[config.mk]
export PLATFORM = sky130hd
export DESIGN_NAME = piece_plotter
export DESIGN_NICKNAME = d
export VERILOG_FILES = /design/src/rtl/piece_plotter_pkg.sv /design/src/rtl/tile_scan_counter.sv /design/src/rtl/piece_plotter.sv
export SDC_FILE = /design/constraint.sdc
export NUM_CORES = 1
export LEC_CHECK = 0
export BUFFER_PORTS_ARGS = -buffer_cell sky130_fd_sc_hd__buf_2
export CAP_MARGIN = 10
export CORE_MARGIN = 4
export CORE_UTILIZATION = 41
export DETAILED_ROUTE_END_ITERATION = 8
export PLACE_DENSITY = 0.59
export SYNTH_ARGS = -nofsm -noshare
export SYNTH_HDL_FRONTEND = slang
export SYNTH_HIERARCHICAL = 1
export SYNTH_SLANG_ARGS = --single-unit
export TNS_END_PERCENT = 10
[constraint.sdc]
create_clock -name clk -period 4.9 [get_ports clk]
set_input_delay 0.245 -clock clk [delete_from_list [all_inputs] [get_ports clk]]
set_output_delay 0.245 -clock clk [all_outputs]
set_load 0.05 [all_outputs]
[src/rtl/piece_plotter_pkg.sv]
// piece_plotter_pkg
//   Shared types and constants for the piece plotter block.
//   - state_e          : plotter FSM states (IDLE, DRAW, DONE)
//   - VGA_X_W/VGA_Y_W  : VGA adapter coordinate widths
//   - COLOUR_W         : VGA colour width
//   - BLACK/GREEN/WHITE: common 3-bit VGA colours
package piece_plotter_pkg;

    localparam int unsigned VGA_X_W  = 8;
    localparam int unsigned VGA_Y_W  = 7;
    localparam int unsigned COLOUR_W = 3;

    localparam logic [COLOUR_W-1:0] BLACK = 3'b000;
    localparam logic [COLOUR_W-1:0] GREEN = 3'b010;
    localparam logic [COLOUR_W-1:0] WHITE = 3'b111;

    typedef enum logic [1:0] {
        IDLE = 2'd0,
        DRAW = 2'd1,
        DONE = 2'd2
    } state_e;

endpackage

[src/rtl/tile_scan_counter.sv]
// tile_scan_counter
//   Row-major (cx, cy) walker over a TILE x TILE square.
//   Ports:
//     clk    in  : clock, rising edge
//     rst    in  : asynchronous active-high reset
//     clr_i  in  : synchronous clear of both counters (wins over en_i)
//     en_i   in  : advance one pixel
//     cx_o   out : current column
//     cy_o   out : current row
//     last_o out : high at (TILE-1, TILE-1)
module tile_scan_counter #(
    parameter int unsigned TILE = 4,
    parameter int unsigned CW   = (TILE > 1) ? $clog2(TILE) : 1
) (
    input  logic          clk,
    input  logic          rst,
    input  logic          clr_i,
    input  logic          en_i,
    output logic [CW-1:0] cx_o,
    output logic [CW-1:0] cy_o,
    output logic          last_o
);

    localparam logic [CW-1:0] CMax = CW'(TILE - 1);

    logic [CW-1:0] cx_q, cx_d;
    logic [CW-1:0] cy_q, cy_d;

    assign last_o = (cx_q == CMax) && (cy_q == CMax);
    assign cx_o   = cx_q;
    assign cy_o   = cy_q;

    always_comb begin
        cx_d = cx_q;
        cy_d = cy_q;
        if (clr_i) begin
            cx_d = '0;
            cy_d = '0;
        end else if (en_i) begin
            if (cx_q == CMax) begin
                cx_d = '0;
                // Explicit wrap: TILE need not be a power of two.
                cy_d = (cy_q == CMax) ? '0 : cy_q + 1'b1;
            end else begin
                cx_d = cx_q + 1'b1;
            end
        end
    end

    always_ff @(posedge clk or posedge rst) begin
        if (rst) begin
            cx_q <= '0;
            cy_q <= '0;
        end else begin
            cx_q <= cx_d;
            cy_q <= cy_d;
        end
    end

endmodule

[src/rtl/piece_plotter.sv]
// piece_plotter
//   Draws one filled TILE x TILE square on the VGA frame buffer, one pixel
//   write per cycle in row-major order, then pulses done for one cycle.
//   Optional build macro: PIECE_PLOTTER_BORDER_EN -- edge pixels of the tile
//   are written with BORDER_COLOUR instead of the latched colour.
//   Ports:
//     clk        in  : clock, rising edge
//     resetn     in  : asynchronous reset, ACTIVE HIGH despite the name
//     start      in  : draw request, sampled only in IDLE
//     base_x     in  : tile top-left pixel X
//     base_y     in  : tile top-left pixel Y
//     colour     in  : piece colour
//     busy       out : high in DRAW and DONE (registered)
//     done       out : one-cycle completion pulse
//     plot       out : VGA adapter write enable
//     vga_x      out : pixel X (wraps mod 256)
//     vga_y      out : pixel Y (wraps mod 128)
//     vga_colour out : pixel colour
module piece_plotter
    import piece_plotter_pkg::*;
#(
    parameter int unsigned         TILE          = 4,
    parameter logic [COLOUR_W-1:0] BORDER_COLOUR = GREEN
) (
    input  logic                clk,
    input  logic                resetn,
    input  logic                start,
    input  logic [VGA_X_W-1:0]  base_x,
    input  logic [VGA_Y_W-1:0]  base_y,
    input  logic [COLOUR_W-1:0] colour,
    output logic                busy,
    output logic                done,
    output logic                plot,
    output logic [VGA_X_W-1:0]  vga_x,
    output logic [VGA_Y_W-1:0]  vga_y,
    output logic [COLOUR_W-1:0] vga_colour
);

    localparam int unsigned CW = (TILE > 1) ? $clog2(TILE) : 1;

    state_e                state_q;
    logic [VGA_X_W-1:0]    bx_q;
    logic [VGA_Y_W-1:0]    by_q;
    logic [COLOUR_W-1:0]   col_q;
    logic                  busy_q, done_q, plot_q;
    logic [VGA_X_W-1:0]    vga_x_q;
    logic [VGA_Y_W-1:0]    vga_y_q;
    logic [COLOUR_W-1:0]   vga_col_q;

    logic                  cnt_clr, cnt_en, cnt_last;
    logic [CW-1:0]         cx, cy;
    logic [COLOUR_W-1:0]   pix_colour;

    assign cnt_clr = (state_q == IDLE) && start;
    assign cnt_en  = (state_q == DRAW);

    tile_scan_counter #(
        .TILE (TILE),
        .CW   (CW)
    ) u_scan (
        .clk    (clk),
        .rst    (resetn),
        .clr_i  (cnt_clr),
        .en_i   (cnt_en),
        .cx_o   (cx),
        .cy_o   (cy),
        .last_o (cnt_last)
    );

`ifdef PIECE_PLOTTER_BORDER_EN
    localparam logic [CW-1:0] CMax = CW'(TILE - 1);
    logic is_border;
    assign is_border  = (cx == '0) || (cx == CMax) || (cy == '0) || (cy == CMax);
    assign pix_colour = is_border ? BORDER_COLOUR : col_q;
`else
    logic unused_border;
    assign unused_border = ^BORDER_COLOUR;
    assign pix_colour    = col_q;
`endif

    // Single-process FSM; every output is a register updated from state_q.
    always_ff @(posedge clk or posedge resetn) begin
        if (resetn) begin
            state_q   <= IDLE;
            bx_q      <= '0;
            by_q      <= '0;
            col_q     <= '0;
            busy_q    <= 1'b0;
            done_q    <= 1'b0;
            plot_q    <= 1'b0;
            vga_x_q   <= '0;
            vga_y_q   <= '0;
            vga_col_q <= BLACK;
        end else begin
            unique case (state_q)
                IDLE: begin
                    busy_q <= 1'b0;
                    done_q <= 1'b0;
                    plot_q <= 1'b0;
                    if (start) begin
                        bx_q    <= base_x;
                        by_q    <= base_y;
                        col_q   <= colour;
                        state_q <= DRAW;
                    end
                end
                DRAW: begin
                    busy_q    <= 1'b1;
                    done_q    <= 1'b0;
                    plot_q    <= 1'b1;
                    vga_x_q   <= bx_q + VGA_X_W'(cx);
                    vga_y_q   <= by_q + VGA_Y_W'(cy);
                    vga_col_q <= pix_colour;
                    if (cnt_last) begin
                        state_q <= DONE;
                    end
                end
                DONE: begin
                    busy_q  <= 1'b1;
                    done_q  <= 1'b1;
                    plot_q  <= 1'b0;
                    state_q <= IDLE;
                end
                default: begin
                    state_q <= IDLE;
                end
            endcase
        end
    end

    assign busy       = busy_q;
    assign done       = done_q;
    assign plot       = plot_q;
    assign vga_x      = vga_x_q;
    assign vga_y      = vga_y_q;
    assign vga_colour = vga_col_q;

endmodule

==> results of run 1 <==
## stage by stage
stage / cells / setup WS, ns / cell area [sq um] / total power (uW)
after CTS: 293 / 2.91 / 2490 / 1870
after global placement: 284 / 2.98 / 2390 / 1610
after floorplan: 179 / 3.18 / 2110 / 1400
after global routing: 293 / 2.76 / 2490 / 1990
after detailed placement: 284 / 2.91 / 2390 / 1620
final: 293 / 2.94 / 2490 / 1840
## worst max-delay path: stages, from the launching register on
cell     delay (ns)
dfrtp_1        0.41
inv_1          0.13
ha_1           0.33
nand2_2        0.30
inv_1          0.32
nor2b_1        0.08
mux2_2         0.27
## layout make-up
class                           instances  area [sq um]
Fill cell                             447          2350
Sequential cell                        45          1130
Multi-Input combinational cell        113           897
Timing Repair Buffer                   44           230
Tap cell                               67          83.8
Clock buffer                            6          82.6
Inverter                               16          60.1
Clock inverter                          2          13.8
## metal layers
layer / routed length [microns] / part of all wire, % / vias up / track usage, %
li1: - / - / 709 / -
met1: 1910 / 48 / 660 / 19.2
met2: 1780 / 45 / 34 / 21.0
met3: 221 / 5.6 / 5 / 3.84
met4: 38 / 0.96 / 0 / 4.64
met5: 0 / 0 / - / 0
## what timing repair did
action / in CTS / in global routing
hold buffers: 1 / 0
endpoints found under the hold margin: 4 / 0
gates resized for setup: 0 / 0
endpoints found under the setup margin: 0 / 0
## registers in the layout, summed over array words and instances (netlist names)
register / count
col_q: 3
plot: 1
vga_y: 7
by_q: 7
u_scan/cx_o: 2
vga_x: 8
state_q: 2
done: 1
vga_colour: 3
bx_q: 8
u_scan/cy_o: 2
busy: 1
## power breakdown
group          switching (uW)  internal, uW
clock                     124           114
combinational             601           319
sequential                125           557
total                     850           991
## logic make-up (layout without fill, tap and decap cells)
kind of cell / after synthesis / after routing / synth area share (%)
compound gates: 30 / 30 / 8.25
xor+xnor: 4 / 4 / 1.66
fa+ha+maj: 14 / 14 / 9.03
buf+inv: 21 / 68 / 3.98
flops: 45 / 45 / 53.4
mux: 26 / 26 / 13.8
simple gates: 39 / 39 / 9.80
## layout by cell type (no fill, tap or decap), types with 7 or more instances in the layout
cell     count
mux2_2      25
dfrtp_1     45
nor2_1      11
buf_2       41
a31oi_1      7
inv_1       15
nand3_1      8
ha_1        12
o21ai_0     13
## path summary, 6_finish.rpt
path	from	to	slack, ns	cells past startpoint
min in group asynchronous	resetn	u_scan/cy_o[1]	0.37	3
worst max-delay path	state_q[1]	u_scan/cy_o[0]	2.94	6
worst min-delay path	base_y[3]	by_q[3]	0.18	2
max in group asynchronous	resetn	vga_x[0]	3.93	4
worst max register to register	state_q[1]	u_scan/cy_o[0]	2.94	6
worst min register to register	plot	plot	0.49	2
==> impl_metrics.py, run 1 <==
metrics = {
    "pwr": {
        "ir_drop_v": 0.000410,
        "p_per_area_nw_per_um2": 738,
        "p_leak_uw": 0.00116,
    },
    "clock_tree": {
        "post_cts_buffers": 0,
        "cts.clk_slew.worst_paths_ns": 0.08,
        "clock_path_buffers": 2,
        "cts-root-buf": "clkbuf_8",
        "h-tree-depth": 2,
        "cts_made_buffers": 5,
        "clkSinkCount": 45,
        "cts_tree": "done",
        "clk_latency_ns": 0.29,
    },
    "synth": {
        "yosysMostFrequentCell": "dfrtp_1",
        "synth_cell_types": 30,
        "ys_ff_latch": 45,
        "ys_warn_count": 6,
        "synth_area_leader_cell": "dfrtp_1",
        "synthFlopType": "dfrtp_1",
        "synth_edf_count": 0,
        "synth_area_sq_um": 2110,
        "synth_area_leaders": "dfrtp_1 (53%), mux2_2 (13%), ha_1 (7.1%)",
        "syn_area_per_cell_sq_um": 11.8,
        "async_flop_share_pct": 100,
        "ys_seq_area_share_pct": 53.4,
        "synthCells": 179,
        "synth_common_cells": "dfrtp_1 (45), mux2_2 (25), inv_1 (15), o21ai_0 (13), ha_1 (12)",
        "yosys.area.top_type_share_pct": 53.4,
        "syn-num-nets": 214,
    },
    "timing": {
        "fin_setup_tns_ns": 0,
        "tightest_slew_ns": 0.510,
        "fmax_mhz": 510,
        "rsz0062_at_grt": "false",
        "setup_viol": 0,
        "clock-skew-final_ns": 0.00734,
        "layout_min_cycle_time_ns": 1.96,
        "hold_violations": 0,
        "slew_headroom_pct": 66.0,
        "whs_ns": 0.176,
        "finalCritPeriodShare_pct": 40.0,
        "final_max_slew_viol_count": 0,
    },
    "route": {
        "ant_nets": 0,
        "drc_errors": 0,
        "via_per_inst": 4.81,
        "drt_iter0_markers": 83,
        "first_pass_iters": 4,
        "routed-via-count": 1408,
        "wire_per_inst_microns": 13.5,
        "routed_wl_mm": 3.95,
    },
    "placement": {
        "gp_congestion": 0.735,
        "dp_hpwl_mm": 2.91,
        "port_buffers": 41,
    },
    "die": {
        "fp.dieW_microns": 79.7,
        "io_pins": 42,
        "die-height_microns": 79.7,
        "core_area_sq_um": 4850,
        "start_util_pct": 43.5,
        "std_cell_rows": 25,
        "dieArea_sq_um": 6350,
    },
    "worst_setup_path": {
        "cp_max_fo": 14,
        "startpoint_type": "flip-flop",
        "required_ns": 5.07,
        "crit_type": "reg2reg",
        "cp.arrival_ns": 2.13,
        "cp-end-kind": "flip-flop",
    },
    "layout": {
        "layout-drive-gt1-share_pct": 35.4,
        "area_growth_pct": 18.3,
        "n_antenna_cell": 0,
        "fin_util_pct": 51.4,
        "nets": 260,
    },
    "grt": {
        "grt_pass1_wl_mm": 6.80,
        "grt_max_degree": 42,
        "antenna_found_initial": 0,
        "first_global_vias": 1464,
        "track_usage_pct": 13.9,
        "grt_overflow": 0,
    },
    "hold_path": {
        "hold_path_class": "in2reg",
    },
    "flow_run": {
        "max_cap_violations": 0,
    },
    "status": {
        "status": "complete, no violations",
    },
}
Note: power is estimated with default switching activity, not from simulation.
==> run 2: changes to the inputs <==
==> constraint.sdc (replaced) <==
create_clock -name clk -period 2 [get_ports clk]
set_input_delay 0.1 -clock clk [delete_from_list [all_inputs] [get_ports clk]]
set_output_delay 0.1 -clock clk [all_outputs]
set_load 0.05 [all_outputs]
==> run 2 against run 1 <==
  * Clock skew up 0.00087 ns
  * Via count up 3.0%
  * Cell count increased by 1.0%
  * Critical path type unchanged
  * Critical endpoint is now vga_y[6]
  * Largest cell class unchanged
==> impl_metrics.py, run 2 (synthesis results as in run 1) <==
metrics = {
    "status": {
        "status": "complete, no violations",
    },
    "clock_tree": {
        "postCtsHoldBufs": 1,
        "cts_tree": "done",
        "post_cts_buffers": 0,
        "cts-root-buf": "clkbuf_8",
        "cts.clk_slew.worst_paths_ns": 0.09,
        "cts_made_buffers": 5,
        "h-tree-depth": 2,
        "clkSinkCount": 45,
        "clk_latency_ns": 0.29,
        "cts_resized": 0,
        "clock_path_buffers": 2,
    },
    "die": {
        "fp.dieW_microns": 79.7,
        "dieArea_sq_um": 6350,
        "core_area_sq_um": 4850,
        "io_pins": 42,
        "start_util_pct": 43.5,
        "die-height_microns": 79.7,
        "std_cell_rows": 25,
    },
    "layout": {
        "fin_cells": 296,
        "area_growth_pct": 20.1,
        "final_cell_mix": "dfrtp_1 (45), buf_2 (41), mux2_2 (25), inv_1 (15), o21ai_0 (13)",
        "layout-drive-gt1-share_pct": 36.2,
        "layout_commonest_cell": "dfrtp_1",
        "multiInputGateArea_sq_um": 897,
        "n_fill_cell": 449,
        "seqCellArea_sq_um": 1130,
        "nets": 263,
        "n_antenna_cell": 0,
    },
    "route": {
        "routed-via-count": 1450,
        "routed_wl_mm": 4.09,
        "ant_nets": 0,
        "drt_iter0_markers": 40,
        "via_per_inst": 4.90,
        "drc_errors": 0,
        "wire_per_inst_microns": 13.8,
        "first_pass_iters": 4,
    },
    "placement": {
        "post-place-ws_ns": 0.203,
        "port_buffers": 41,
        "dp.cells": 287,
        "dp_hpwl_mm": 3.05,
        "gp_congestion": 0.771,
    },
    "worst_setup_path": {
        "cp.arrival_ns": 2.03,
        "startpoint_type": "flip-flop",
        "required_ns": 2.22,
        "reg2reg_slack_ns": 0.19,
        "cp-end-kind": "flip-flop",
        "cp_max_fo": 4,
        "crit_type": "reg2reg",
    },
    "timing": {
        "tightest_slew_ns": 0.665,
        "layout_min_cycle_time_ns": 1.81,
        "slew_headroom_pct": 55.6,
        "fin_setup_tns_ns": 0,
        "final_max_slew_viol_count": 0,
        "finalCritPeriodShare_pct": 90.4,
        "setup_ws_ns": 0.192,
        "fmax_mhz": 553,
        "rsz0062_at_grt": "false",
        "setup_viol": 0,
        "hold_violations": 0,
        "clock-skew-final_ns": 0.00822,
    },
    "hold_path": {
        "hold_path_class": "in2reg",
    },
    "grt": {
        "grt_pass1_wl_mm": 7.26,
        "track_usage_pct": 14.7,
        "grt_max_degree": 32,
        "antenna_found_initial": 0,
        "grt_overflow": 0,
        "first_global_vias": 1548,
    },
    "pwr": {
        "total_power_uw": 4560,
        "p_per_area_nw_per_um2": 1800,
        "p_leak_uw": 0.00117,
        "ir_drop_v": 0.000695,
    },
    "flow_run": {
        "max_cap_violations": 0,
    },
}
[run 2: area by class of cell]
type	count	area share [%]
multi-input combinational	113	35.4
inverter	16	2.37
timing repair buffer	47	11.0
clock inverter	3	0.692
sequential	45	44.5
tap	67	3.31
clock buffer	5	2.72
[run 2: per-stage QoR]
step,utilization [%],instance area [sq um],hold WS [ns]
floorplan,-,2110,-0.134
global placement,50.2,2430,0.0117
detailed placement,50.2,2430,0.00878
CTS,52.2,2530,0.0191
global route,52.2,2530,0.0194
finish,52.2,2530,0.0283
[run 2: power breakdown]
group          switching, uW  total, uW  internal, uW  leakage (uW)
Sequential               309       1670          1370      0.000538
Clock                    305        546           241     0.0000439
Combinational           1490       2340           844      0.000590
Total                   2110       4560          2450       0.00117
[run 2: critical path: stages, from the launching register on]
cell,delay (ns)
dfrtp_1,0.39
ha_1,0.17
inv_1,0.05
fa_1,0.39
nand3b_1,0.21
or3_1,0.36
a31oi_1,0.16
[run 2: metal layers]
metal	up-vias	wire length (microns)	share of wire, %	track usage (%)
li1	716	-	-	-
met1	697	1970	48	19.3
met5	-	0	0	0
met4	0	62	1.5	5.15
met2	32	1880	46	24.0
met3	5	171	4.2	3.16
[run 2: final timing paths]
kind,startpoint,end,depth (start not counted)
worst max-delay path,u_scan/cy_o[0],vga_y[6],6
worst min-delay path,base_x[0],bx_q[0],2
worst max register to register,u_scan/cy_o[0],vga_y[6],6
worst min register to register,plot,plot,2
max in group asynchronous,resetn,vga_y[5],4
min in group asynchronous,resetn,u_scan/cy_o[0],3
==> run 3: changes to the inputs <==
--- a/config.mk
+++ b/config.mk
@@ -10,7 +10,7 @@
 export CORE_MARGIN = 4
 export CORE_UTILIZATION = 41
 export DETAILED_ROUTE_END_ITERATION = 8
-export PLACE_DENSITY = 0.59
+export PLACE_DENSITY_LB_ADDON = 0.12
 export SYNTH_ARGS = -nofsm -noshare
 export SYNTH_HDL_FRONTEND = slang
 export SYNTH_HIERARCHICAL = 1
==> run 3 against run 2 <==
  * Maximum frequency down 2.5%
  * Sequential share of layout area down 0.22 points
  * Clock power up 28%
  * Clock-buffer cell count up 2
  * Largest cell class unchanged
==> impl_metrics.py, run 3 (synthesis results as in run 1) <==
metrics = {
    "clock_tree": {
        "cts.clk_slew.worst_paths_ns": 0.08,
        "cts-root-buf": "clkbuf_8",
        "clk_latency_ns": 0.29,
        "clkSinkCount": 45,
        "clock_path_buffers": 2,
        "post_cts_buffers": 0,
        "cts_made_buffers": 5,
        "cts_tree": "done",
        "h-tree-depth": 2,
    },
    "layout": {
        "area_growth_pct": 20.7,
        "fin_util_pct": 52.5,
        "fin_cells": 297,
        "nets": 264,
        "layout_commonest_cell": "dfrtp_1",
        "n_antenna_cell": 0,
        "layout-drive-gt1-share_pct": 36.1,
        "final_cell_mix": "dfrtp_1 (45), buf_2 (41), mux2_2 (25), inv_1 (15), o21ai_0 (13)",
    },
    "grt": {
        "grt_max_degree": 19,
        "grt_overflow": 0,
        "track_usage_pct": 14.7,
        "first_global_vias": 1588,
        "antenna_found_initial": 0,
        "grt_pass1_wl_mm": 7.29,
    },
    "placement": {
        "dp_hpwl_mm": 3.30,
        "gp_congestion": 0.799,
        "post-place-ws_ns": 0.158,
        "port_buffers": 41,
        "dp.cells": 288,
    },
    "die": {
        "die-height_microns": 79.7,
        "dieArea_sq_um": 6350,
        "fp.dieW_microns": 79.7,
        "std_cell_rows": 25,
        "io_pins": 42,
        "start_util_pct": 43.5,
        "core_area_sq_um": 4850,
    },
    "pwr": {
        "total_power_uw": 4690,
        "ir_drop_v": 0.000821,
        "p_leak_uw": 0.00118,
        "p_per_area_nw_per_um2": 1840,
    },
    "flow_run": {
        "max_cap_violations": 0,
    },
    "worst_setup_path": {
        "startpoint_type": "flip-flop",
        "critPathMaxStageDelay_ns": 0.40,
        "cp.arrival_ns": 2.07,
        "crit_type": "reg2reg",
        "cp_max_fo": 4,
        "crit_path_top_delay_cell": "fa_1",
        "cp_cell_sequence": "ha_1 -> inv_1 -> fa_1 -> nand3b_1 -> or3_1 -> a31oi_1",
        "r2r_start": "u_scan/cy_o[0]",
        "cp-end-kind": "flip-flop",
        "crit_path_start": "u_scan/cy_o[0]",
        "required_ns": 2.21,
    },
    "timing": {
        "layout_min_cycle_time_ns": 1.85,
        "setup_ws_ns": 0.145,
        "setup_viol": 0,
        "fin_setup_tns_ns": 0,
        "slew_headroom_pct": 70.2,
        "fmax_mhz": 539,
        "clock-skew-final_ns": 0.00398,
        "rsz0062_at_grt": "false",
        "tightest_slew_ns": 0.446,
        "hold_violations": 0,
        "final_max_slew_viol_count": 0,
        "finalCritPeriodShare_pct": 92.7,
    },
    "route": {
        "via_per_inst": 4.98,
        "drc_errors": 0,
        "ant_nets": 0,
        "routed_wl_mm": 4.22,
        "routed-via-count": 1480,
        "drt_iter0_markers": 66,
        "first_pass_iters": 4,
        "wire_per_inst_microns": 14.2,
    },
    "status": {
        "status": "complete, no violations",
    },
    "hold_path": {
        "hold_path_class": "in2reg",
        "hold_start": "colour[0]",
    },
}
-- run 3: path summary, 6_finish.rpt --
path	end	slack, ns	depth (start not counted)
worst min register to register	plot	0.48	2
worst max-delay path	vga_y[6]	0.15	6
worst min-delay path	col_q[0]	0.04	2
worst max register to register	vga_y[6]	0.15	6
max in group asynchronous	bx_q[3]	1.07	4
min in group asynchronous	u_scan/cx_o[0]	0.22	3
-- run 3: worst max-delay path: cells and delay by family (launching register included) --
kind                     cells  cell delay [ns]
adder cells (fa/ha/maj)      2             0.58
AND/OR/NAND/NOR              2             0.58
flip-flops                   1             0.39
AO/OA/AOI/OAI                1             0.17
buffers and inverters        1             0.05
-- run 3: cell type report --
class	count	area (sq um)
clock buffers	7	86.3
clock inverters	1	30.0
fillers	444	2300
inverters	16	60.1
multi-input cells	113	897
flip-flops and latches	45	1130
well taps	67	83.8
repair buffers	48	260
-- run 3: metrics by stage --
step	hold slack (ns)	instance area [sq um]
2_1_floorplan	-0.134	2110
3_3_place_gp	-0.00568	2420
3_5_place_dp	-0.00491	2420
4_1_cts	0.0255	2540
5_1_grt	0.0201	2540
6_report	0.0352	2540
-- run 3: report_power, final --
part	internal (uW)	switching [uW]	leakage, uW	total (uW)
combinational	813	1510	0.000587	2320
sequential	1370	303	0.000538	1670
clock	407	292	0.0000585	699
-- run 3: timing repair --
action | CTS | global route
endpoints found under the hold margin | 14 | 0
setup endpoints to repair | 0 | 0
hold buffers | 1 | 0
resized for setup | 0 | 0
-- run 3: metal layers --
layer | GRT usage (%) | wire [microns]
met1 | 18.0 | 1890
met2 | 24.4 | 2060
met3 | 4.40 | 201
met4 | 5.33 | 75
met5 | 0 | 0
